--- config.mk ---
export PLATFORM = sky130hd
export DESIGN_NAME = mem_arb
export DESIGN_NICKNAME = d
export VERILOG_FILES = /design/src/rtl/mem_arb.sv
export SDC_FILE = /design/constraint.sdc
export NUM_CORES = 1
export LEC_CHECK = 0
export BUFFER_PORTS_ARGS = -buffer_cell sky130_fd_sc_hd__buf_2
export CELL_PAD_IN_SITES_DETAIL_PLACEMENT = 1
export CELL_PAD_IN_SITES_GLOBAL_PLACEMENT = 1
export CORE_MARGIN = 2
export CORE_UTILIZATION = 18
export DETAILED_ROUTE_END_ITERATION = 8
export GPL_TIMING_DRIVEN = 0
export HOLD_SLACK_MARGIN = 0.02
export PLACE_DENSITY_LB_ADDON = 0.1
export SKIP_CTS_REPAIR_TIMING = 1
export SYNTH_ARGS = -nofsm -noshare
export SYNTH_HDL_FRONTEND = slang
export SYNTH_SLANG_ARGS = --single-unit
--- constraint.sdc ---
create_clock -name clk -period 2.5 [get_ports clk]
set_input_delay 0.25 -clock clk [delete_from_list [all_inputs] [get_ports clk]]
set_output_delay 0.25 -clock clk [all_outputs]
set_load 0.02 [all_outputs]
--- src/rtl/mem_arb.sv ---
// Single-port RAM arbiter: data requester has priority, fetch is protected by a
// starvation counter; read data is returned with a strobe aligned to the RAM output.
module mem_arb #(
    parameter int A      = 8,
    parameter int D      = 16,
    parameter int STARVE = 4
) (
    input  logic         clk,
    input  logic         rst,
    input  logic         i_req,
    input  logic [A-1:0] i_addr,
    output logic         i_gnt,
    output logic         i_rvalid,
    output logic [D-1:0] i_rdata,
    input  logic         d_req,
    input  logic         d_we,
    input  logic [A-1:0] d_addr,
    input  logic [D-1:0] d_wdata,
    output logic         d_gnt,
    output logic         d_rvalid,
    output logic [D-1:0] d_rdata,
    output logic         m_we,
    output logic [A-1:0] m_ad,
    output logic [D-1:0] m_idat,
    input  logic [D-1:0] m_dat
);

    localparam logic [3:0] SLIM = 4'(STARVE);

    logic [3:0] scnt;
    logic       i_rv_q;
    logic       d_rv_q;

    always_comb begin
        d_gnt = 1'b0;
        i_gnt = 1'b0;
        if (!rst) begin
            if (d_req && !(i_req && scnt == SLIM)) begin
                d_gnt = 1'b1;
            end else if (i_req) begin
                i_gnt = 1'b1;
            end
        end
    end

    always_comb begin
        m_we   = 1'b0;
        m_ad   = '0;
        m_idat = '0;
        if (d_gnt) begin
            m_we   = d_we;
            m_ad   = d_addr;
            m_idat = d_wdata;
        end else if (i_gnt) begin
            m_ad = i_addr;
        end
    end

    always_ff @(posedge clk) begin
        if (rst) begin
            scnt   <= '0;
            i_rv_q <= 1'b0;
            d_rv_q <= 1'b0;
        end else begin
            i_rv_q <= i_gnt;
            d_rv_q <= d_gnt && !d_we;
            if (!i_req || i_gnt) begin
                scnt <= '0;
            end else if (d_gnt) begin
                scnt <= scnt + 4'd1;
            end
        end
    end

    // Masking with rst kills a read granted just before reset rose, within the same cycle.
    assign i_rvalid = i_rv_q & ~rst;
    assign d_rvalid = d_rv_q & ~rst;
    assign i_rdata  = m_dat;
    assign d_rdata  = m_dat;

endmodule
# [After elaboration in Yosys (flattened, before gate mapping)]
# Index checks and enable logic that the tools add are counted.
[totals] reg_bits=6 inputBits=53 out_inout_bits=61 elab_cells=25
[op_classes] n_addsub=1 eq_ne=1 muxes=9 n_bitwise=3 reduce_logical=8
[ops] op="$mux 16" count=1
[ops] op="$mux 8" count=2
[ops] op="$mux 1" count=6
[ops] op="$add 4x1->4 const B" count=1
[ops] op="$eq 4x3->1 const B" count=1
[ops] op="$logic_and 1x1->1" count=3
[ops] op="$logic_not 1->1" count=3
[ops] op="$and 1x1->1" count=2
[ops] op="$reduce_or 2->1" count=1
[ops] op="$logic_or 1x1->1" count=1
[ops] op="$not 1->1" count=1

# [Longest topological paths before layout]
# Gate-level depths: netlist of the first run.
[depth] ltp_word=8 depth_mapped=7 mapped_depth_nobuf=5

# [Worst setup path after synthesis of the first run]
# OpenSTA, ideal clock, no wires.
[synth_timing] path_kind="flip-flop to output port" start="reg scnt[0]" end="out m_ad[0]" t_arrival_ns=1.455 required_time_ns=2.250 slack_ns=0.795 path_stages_with_launch=6 n_path_buf=0 path_cell_list="dfxtp_1 -> inv_1 -> ha_1 -> nand3b_4 -> a211oi_4 -> a22o_1"
[synth_between] elab_chain_len=8 elab_cells_between_ends=10 cone_classes="1 x eq/ne; 6 x mux; 3 x reduce/logical"
[synth_rtl] element="from (decl)" line="30" text="logic [3:0] scnt;"
[synth_rtl] element="from (signal assigned)" line="70" text="scnt <= scnt + 4'd1;"
[synth_rtl] element="$eq 4x3->1" line="38" text="if (d_req && !(i_req && scnt == SLIM)) begin"
[synth_rtl] element="$logic_and 1x1->1" line="38"
[synth_rtl] element="$logic_not 1->1" line="38"
[synth_rtl] element="$logic_and 1x1->1" line="38"
[synth_rtl] element="$mux 1" line="38"
[synth_rtl] element="$mux 1" line="37" text="if (!rst) begin"
[synth_rtl] element="named net i_gnt" line="12" text="output logic i_gnt,"
[synth_rtl] element="$mux 8" line="54" text="end else if (i_gnt) begin"
[synth_rtl] element="$mux 8" line="50" text="if (d_gnt) begin"
[synth_rtl] element="to (decl)" line="23" text="output logic [A-1:0] m_ad,"
# The timed path passes the listed nets, and every way through them passes these cells.

# [Worst setup path after layout of the first run]
[layout_timing] start="reg scnt[0]" end="out m_ad[6]"
[layout_between] elab_chain_len=8 elab_cells_between_ends=10 cone_classes="1 x eq/ne; 6 x mux; 3 x reduce/logical"
[layout_rtl] element="$eq 4x3->1 (*)" line="38"
[layout_rtl] element="$logic_and 1x1->1 (*)" line="38"
[layout_rtl] element="$logic_not 1->1 (*)" line="38"
[layout_rtl] element="$logic_and 1x1->1 (*)" line="38"
[layout_rtl] element="$mux 1" line="38"
[layout_rtl] element="$mux 1" line="37"
[layout_rtl] element="$mux 8" line="54"
[layout_rtl] element="$mux 8 (*)" line="50"
# Mark *: on every way between the ends. The rest lies on a longest branch, timed or not.

==> results.cfg, run 1 <==
[power_and_ir_drop]
ir_drop_mv = 0.280
p_leak_nw = 0.801
powerDensity_nw_per_um2 = 344

[hold_path]
hp-class = in2reg

[timing]
tns_ns = 0
hold_violations = 0
max_freq_ghz = 0.492
worstMarginPinSlew_ns = 0.424
slew_viol_final = 0
rsz0062_at_grt = false
finalClockSkew_ns = 0.000956
min_period_ns = 2.03
post-route-period-util_pct = 81.3
setup_viol = 0
slew_headroom_pct = 71.6

[placed_design]
gp_congestion = 0.592
place_hpwl_mm = 2.32
port_buffers = 97
dpl_cell_area_um2 = 1280

[logic_synthesis]
synth_most_common_cell = buf_4
synthArstFlopShare_pct = 0
synth_warnings = 0
netlist_area_um2 = 728
synth_area_leaders = buf_4 33%, dfxtp_1 16%, and2_1 15%
synth_edf_count = 0
synth_common_cells = 32 x buf_4, 17 x and2_1, 8 x a22o_1
synth.area.mux_share_pct = 0
yosysTopAreaCell = buf_4
netlist_instances = 88
synth_fa_ha_area_share_pct = 3.44
synth-seq-cells = 6
synth-simple-area-share_pct = 23.5
synth_nets = 143
ys_seq_area_share_pct = 16.5
synth-compound-area-share_pct = 14.8
synth_top_family_by_area = buffers and inverters
yosysUniqueCellTypes = 18
synthFlopType = dfxtp_1
synth_xor_area_share_pct = 2.41
yosys.area.top_type_share_pct = 33.0
syn-mean-instance-area_um2 = 8.27

[worst_setup_path]
worstPathArrival_ns = 1.78
worstPathRequired_ns = 2.25
critPathLaunch = scnt[0]
crit_path_end_kind = primary output
reg2reg_slack_ns = 1.08
rr_worst_depth = 7
critPathCapture = m_ad[6]
rr_endpoint = d_rv_q
crit_type = reg2out
critPathLaunchType = flop
r2r-start = scnt[0]
crit_fanout = 10

[grt]
grt_max_degree = 11
grt_pass1_wl_mm = 3.35
track_usage_pct = 9.63
grt_pass1_vias = 757
antenna_found_initial = 0
grt_overflow = 0

[clock_network]
clkTransAtPathRegs_ns = 0.04
cts_buffer_depth = 2
cts_buffers = 3
cts_sinks = 6
clockRootBuffer = clkbuf_8
cts_tree = built
htree_levels = 1
clkLatencyLatePin_ns = 0.22

[drt]
drt_wl_total_mm = 2.60
drt_iter0_markers = 12
dr.pass1.iters = 4
vias = 905
drc = 0
vias_per_cell = 3.80
wl_per_cell_um = 10.9
drtAntennaViolNets = 0

[outcome]
status = finished clean

[layout]
antennaDiodeCount = 0
drive_gt1_share_pct = 72.9
fin_area_um2 = 1320
fill_cells = 525
fin_nets = 245
synthToLayoutAreaGrowth_pct = 80.9

[flow_run]
max_cap_violations = 0

[floorplanning]
boundaryPins = 114
die_area_um2 = 4570
die_h_um = 67.6
rows = 23
initial_core_util_pct = 18.5
die_x_um = 67.6
core_um2 = 3940
==> worst max-delay path, cell delays in order (launching register included) <==
cell and delay, ns:
dfxtp_1 0.33, inv_1 0.06, ha_1 0.19, nand3b_4 0.11
o211a_1 0.23, buf_6 0.14, buf_6 0.13, a22o_1 0.21
buf_2 0.15
==> worst min path at each step <==
stage	from	slack (ns)	cells after the start	to
2_1_floorplan	d_we	0.32	1	d_rv_q
5_1_grt	d_we	0.19	2	d_rv_q
3_5_place_dp	d_we	0.43	2	d_rv_q
6_report	d_we	0.19	2	d_rv_q
4_1_cts	d_we	0.19	2	d_rv_q
3_3_place_gp	d_we	0.42	2	d_rv_q
==> power breakdown <==
group | leakage, nW | total, mW | internal, mW | switching, mW
Combinational | 0.731 | 0.209 | 0.101 | 0.108
Sequential | 0.0488 | 0.0994 | 0.0984 | 0.000993
Clock | 0.0216 | 0.145 | 0.103 | 0.0420
Total | 0.801 | 0.454 | 0.303 | 0.151
==> registers in the layout, summed over array words and instances (netlist names) <==
name and cells:
d_rv_q 1, i_rv_q 1, scnt 4
==> area by class of cell <==
cell class / count / area [um^2] / area share [%]
repair buffers: 97 / 485 / 36.8
multi-input cells: 42 / 322 / 24.4
plain buffers: 35 / 268 / 20.3
flip-flops and latches: 6 / 120 / 9.12
well taps: 50 / 62.6 / 4.75
clock buffers: 3 / 41.3 / 3.13
inverters: 5 / 18.8 / 1.42
==> layout by cell type (no fill, tap or decap), drive strengths merged <==
cell type and n:
a211oi 2, a22o 8, and2 17, buf 132
clkbuf 3, dfxtp 6, ha 2, inv 5
nand3 1, nand3b 1, nand4 1, nor2 4
nor2b 3, o211a 1, xnor2 1, xor2 1
==> kinds of logic after synthesis <==
logic type,Yosys count
compound gates,11
flops,6
buf+inv,40
fa+ha+maj,2
simple gates,27
xor+xnor,2
==> stage by stage <==
stage	hold slack, ns	setup WS [ns]	utilization (%)	power [mW]	instances
3_5_place_dp	0.425	0.695	32.4	0.312	235
2_1_floorplan	0.322	0.795	-	0.235	88
6_report	0.193	0.468	33.4	0.454	238
5_1_grt	0.193	0.343	33.4	0.487	238
3_3_place_gp	0.420	0.711	32.4	0.310	235
4_1_cts	0.188	0.440	33.4	0.464	238
==> routing by layer <==
| metal | up-vias | routed length [um] | GRT usage [%] |
|---|---|---|---|
| met5 | - | 0 | 0 |
| met4 | 0 | 9 | 2.30 |
| met3 | 2 | 445 | 5.33 |
| met2 | 64 | 1260 | 16.5 |
| met1 | 389 | 881 | 10.2 |
| li1 | 450 | - | - |
Note: power is estimated with default switching activity, not from simulation.
==> run 2, diff against run 1 <==
--- a/config.mk
+++ b/config.mk
@@ -9,7 +9,7 @@
 export CELL_PAD_IN_SITES_DETAIL_PLACEMENT = 1
 export CELL_PAD_IN_SITES_GLOBAL_PLACEMENT = 1
 export CORE_MARGIN = 2
-export CORE_UTILIZATION = 18
+export CORE_UTILIZATION = 15
 export DETAILED_ROUTE_END_ITERATION = 8
 export GPL_TIMING_DRIVEN = 0
 export HOLD_SLACK_MARGIN = 0.02
==> constraint.sdc (replaced) <==
create_clock -name clk -period 1.77 [get_ports clk]
set_input_delay 0.177 -clock clk [delete_from_list [all_inputs] [get_ports clk]]
set_output_delay 0.177 -clock clk [all_outputs]
set_load 0.02 [all_outputs]
==> run 2 against run 1 <==
Effect of this change: the run now ends with negative setup slack left; critical path depth stayed put; final area is 17% higher; global-route usage is 2.6 points lower; die area is 19% higher; via count is 3.3% higher; flip-flop and latch count stayed put.
==> results.cfg, run 2 (synthesis gave the netlist of run 1 again) <==
[layout]
reg_top3 = scnt: 4 flops, d_rv_q: 1 flops, i_rv_q: 1 flops
instances_no_fill = 247
final_common_cell = buf_2
synthToLayoutAreaGrowth_pct = 112
top_register = scnt
fill_cells = 573
largest_reg_flops = 4
layout_common_cells = 77 x buf_2, 35 x buf_4, 25 x buf_6
fin_util_pct = 32.9
fin_area_um2 = 1540
antennaDiodeCount = 0
drive_gt1_share_pct = 81.3
fin_nets = 250

[hold_path]
hp-class = in2reg

[clock_network]
clkTransAtPathRegs_ns = 0.03
clockRootBuffer = clkbuf_8
cts_buffer_depth = 2
cts_buffers = 3
htree_levels = 1
clkLatencyLatePin_ns = 0.22
cts_tree = built
cts_sinks = 6

[worst_setup_path]
crit_path_end_kind = primary output
critPathLaunchType = flop
worstPathRequired_ns = 1.59
crit_fanout = 6
worstPathArrival_ns = 1.68
crit_type = reg2out

[drt]
met1_length_um = 832
wl_met3_um = 280
vias_per_cell = 3.79
dr.pass1.iters = 2
dr_wl_met2_mm = 1.49
wl_per_cell_um = 10.5
drc = 0
vias = 935
drt_wl_total_mm = 2.60
highest_layer = met3
drtAntennaViolNets = 0
drt_iter0_markers = 3

[floorplanning]
die_x_um = 73.7
rows = 25
core_um2 = 4690
die_area_um2 = 5430
die_h_um = 73.7
initial_core_util_pct = 15.5
boundaryPins = 114

[grt]
grt_overflow = 0
grt_pass1_wl_mm = 3.14
antenna_found_initial = 0
track_usage_pct = 7.07
grt_max_degree = 11
grt_pass1_vias = 807

[placed_design]
place_hpwl_mm = 2.21
dpl_cell_area_um2 = 1280
port_buffers = 97
gp_congestion = 0.659
dpl.cell_count = 239

[timing]
worstMarginPinSlew_ns = 0.191
setup_viol = 24
hold_violations = 0
holdWs_ns = 0.126
post-route-period-util_pct = 105
slew_headroom_pct = 87.2
fin_ws_ns = -0.0884
min_period_ns = 1.86
rsz0062_at_grt = true
max_freq_ghz = 0.538
slew_viol_final = 0
finalClockSkew_ns = 0.00169

[outcome]
violations = negative setup slack
status = finished with violations

[power_and_ir_drop]
powerDensity_nw_per_um2 = 444
ir_drop_mv = 0.349
p_leak_nw = 0.861

[flow_run]
max_cap_violations = 0
## run 2: cell count changes in the layout (fill, tap and decap cells not counted), sizes merged
cell / delta
buf: +5
## run 2: stage by stage
stage	total power, mW	worst slack (ns)	TNS, ns
2_1_floorplan	0.331	0.138	0
3_3_place_gp	0.437	0.0457	0
3_5_place_dp	0.441	0.0327	0
4_1_cts	0.645	-0.210	-4.33
5_1_grt	0.725	-0.158	-2.77
6_report	0.685	-0.0884	-0.952
## run 2: metal layers
metal / vias up / track usage (%)
met5: - / 0
met4: 0 / 0.606
met3: 0 / 2.47
met2: 56 / 14.8
met1: 419 / 6.64
li1: 460 / -
## run 2: worst paths after layout
check	from	endpoint	slack, ns	depth (start not counted)
worst max-delay path	scnt[1]	m_ad[6]	-0.09	8
worst max register to register	scnt[1]	d_rv_q	0.39	7
worst min register to register	scnt[0]	scnt[0]	0.43	1
worst min-delay path	d_we	d_rv_q	0.13	2
## run 2: cell type report
| class | count | area [um^2] | share of cell area [%] |
|---|---|---|---|
| Timing Repair Buffer | 102 | 656 | 42.5 |
| Inverter | 5 | 18.8 | 1.22 |
| Clock buffer | 3 | 41.3 | 2.67 |
| Buffer | 35 | 274 | 17.7 |
| Tap cell | 54 | 67.6 | 4.38 |
| Multi-Input combinational cell | 42 | 364 | 23.6 |
| Sequential cell | 6 | 123 | 7.94 |
## run 2: worst max-delay path, cell delays in order (launching register included)
cell and delay [ns]:
dfxtp_2 0.32, inv_2 0.06, ha_4 0.13, nand3b_4 0.09
o211a_4 0.27, buf_6 0.13, buf_6 0.12, a22o_1 0.21
buf_6 0.13
## run 2: report_power, final
group | total (mW) | switching [mW] | leakage, nW | internal, mW
Clock | 0.199 | 0.0531 | 0.0216 | 0.146
Combinational | 0.345 | 0.163 | 0.789 | 0.182
Sequential | 0.141 | 0.00156 | 0.0497 | 0.139
Total | 0.685 | 0.218 | 0.861 | 0.467
==> run 3, diff against run 2 <==
--- a/config.mk
+++ b/config.mk
@@ -6,7 +6,7 @@
 export NUM_CORES = 1
 export LEC_CHECK = 0
 export BUFFER_PORTS_ARGS = -buffer_cell sky130_fd_sc_hd__buf_2
-export CELL_PAD_IN_SITES_DETAIL_PLACEMENT = 1
+export CELL_PAD_IN_SITES_DETAIL_PLACEMENT = 0
 export CELL_PAD_IN_SITES_GLOBAL_PLACEMENT = 1
 export CORE_MARGIN = 2
 export CORE_UTILIZATION = 15
==> run 3 against run 2 <==
Effect of this change: the run still ends with negative setup slack left; count of clock-buffer cells in the layout did not move; worst hold slack barely moved; global-route usage fell by 0.65 points; highest routed layer unchanged; sequential share of layout area rose by 0.14 points.
==> results.cfg, run 3 (synthesis gave the netlist of run 1 again) <==
[timing]
slew_viol_final = 0
max_freq_ghz = 0.537
finalClockSkew_ns = 0.000854
setup_viol = 25
worstMarginPinSlew_ns = 0.187
holdWs_ns = 0.126
min_period_ns = 1.86
tns_ns = -1.11
rsz0062_at_grt = true
hold_violations = 0
fin_ws_ns = -0.0920
post-route-period-util_pct = 105
slew_headroom_pct = 87.5

[power_and_ir_drop]
p_comb_share_pct = 49.7
p_total_uw = 677
seqPwrFrac_pct = 20.8
p_int_uw = 460
p_leak_nw = 0.856
p_sw_uw = 217
clkPwrFrac_pct = 29.5
sw_frac_of_total_pct = 32.0
powerDensity_nw_per_um2 = 446
ir_drop_mv = 0.351

[grt]
grt_pass1_wl_mm = 2.86
antenna_found_initial = 0
track_usage_pct = 6.42
grt_overflow = 0
grt_pass1_vias = 699
grt_max_degree = 11

[worst_setup_path]
rr_worst_depth = 7
worstPathArrival_ns = 1.68
r2r-start = scnt[1]
critPathLaunchType = flop
reg2reg_slack_ns = 0.37
cp_top_family = compound AO/OA/AOI/OAI gates
critPathLaunch = scnt[1]
crit_type = reg2out
max_stage_delay_ns = 0.32
cp_num_cells = 8
cpMostUsedCell = buf_6
crit_path_end_kind = primary output
critPathCapture = m_ad[6]
path_cells = inv_2 -> ha_4 -> nand3b_4 -> o211a_4 -> buf_6 -> buf_6 -> a22o_1 -> buf_6
critPathBufInv = 4
crit_fanout = 6
rr_endpoint = d_rv_q
critPathSlowestCell = dfxtp_2
worstPathRequired_ns = 1.59

[placed_design]
gp_congestion = 0.659
port_buffers = 97
place_ws_ns = 0.0431
place_hpwl_mm = 1.96

[clock_network]
cts_tree = built
clockRootBuffer = clkbuf_8
htree_levels = 1
clkLatencyLatePin_ns = 0.22
cts_sinks = 6
cts_buffers = 3
cts_buffer_depth = 2
clkTransAtPathRegs_ns = 0.04

[hold_path]
hp-class = in2reg

[layout]
layout_common_cells = 82 x buf_2, 34 x buf_4, 21 x buf_6
fill_cells = 508
antennaDiodeCount = 0
final_common_cell = buf_2
largest_reg_flops = 4
synthToLayoutAreaGrowth_pct = 108
fin_nets = 250
reg_top3 = scnt: 4 flops, d_rv_q: 1 flops, i_rv_q: 1 flops
top_register = scnt
drive_gt1_share_pct = 81.3

[floorplanning]
boundaryPins = 114
die_x_um = 73.7
core_um2 = 4690
die_h_um = 73.7
die_area_um2 = 5430
rows = 25
initial_core_util_pct = 15.5

[drt]
dr.pass1.iters = 4
vias = 916
drt_wl_total_mm = 2.44
drt_iter0_markers = 16
drtAntennaViolNets = 0
wl_per_cell_um = 9.87
drc = 0
vias_per_cell = 3.71

[outcome]
violations = negative setup slack
status = finished with violations

[flow_run]
max_cap_violations = 0
## run 3: power groups by stage
stage	logic (mW)	registers (mW)	clock network (mW)
2_1_floorplan	0.189	0.142	0
3_3_place_gp	0.295	0.142	0
3_5_place_dp	0.296	0.142	0
4_1_cts	0.297	0.140	0.206
5_1_grt	0.360	0.141	0.217
6_report	0.337	0.141	0.200
## run 3: routing by layer
layer  up-vias  track usage (%)  part of all wire (%)  routed length [um]
met5         -                0                     0                   0
met4         0             1.82                     0                   0
met3         0            0.960                   9.4                 230
met2        52             13.0                    57                1390
met1       403             6.64                    33                 817
li1        461                -                     -                   -
## run 3: worst min path at each step
stage / from / endpoint / slack, ns / cells past startpoint
after floorplan: d_we / d_rv_q / 0.25 / 1
after global placement: d_we / d_rv_q / 0.35 / 2
after detailed placement: d_we / d_rv_q / 0.35 / 2
after CTS: d_we / d_rv_q / 0.12 / 2
after global routing: d_we / d_rv_q / 0.13 / 2
final: d_we / d_rv_q / 0.13 / 2
## run 3: stage by stage
stage               utilization, %  cells  cell area, um^2
floorplan                        -     88              728
CTS                           28.2    242             1320
global route                  32.3    247             1520
detailed placement            27.3    239             1280
global placement              27.3    239             1280
finish                        32.3    247             1520
## run 3: area by class of cell
class                      count  area [um^2]  share of cell area, %
buffer                        35          274                   18.1
clock buffer                   3         41.3                   2.72
inverter                       5         18.8                   1.24
multi-input combinational     42          364                   24.0
sequential                     6          123                   8.09
tap                           54         67.6                   4.46
timing repair buffer         102          628                   41.4
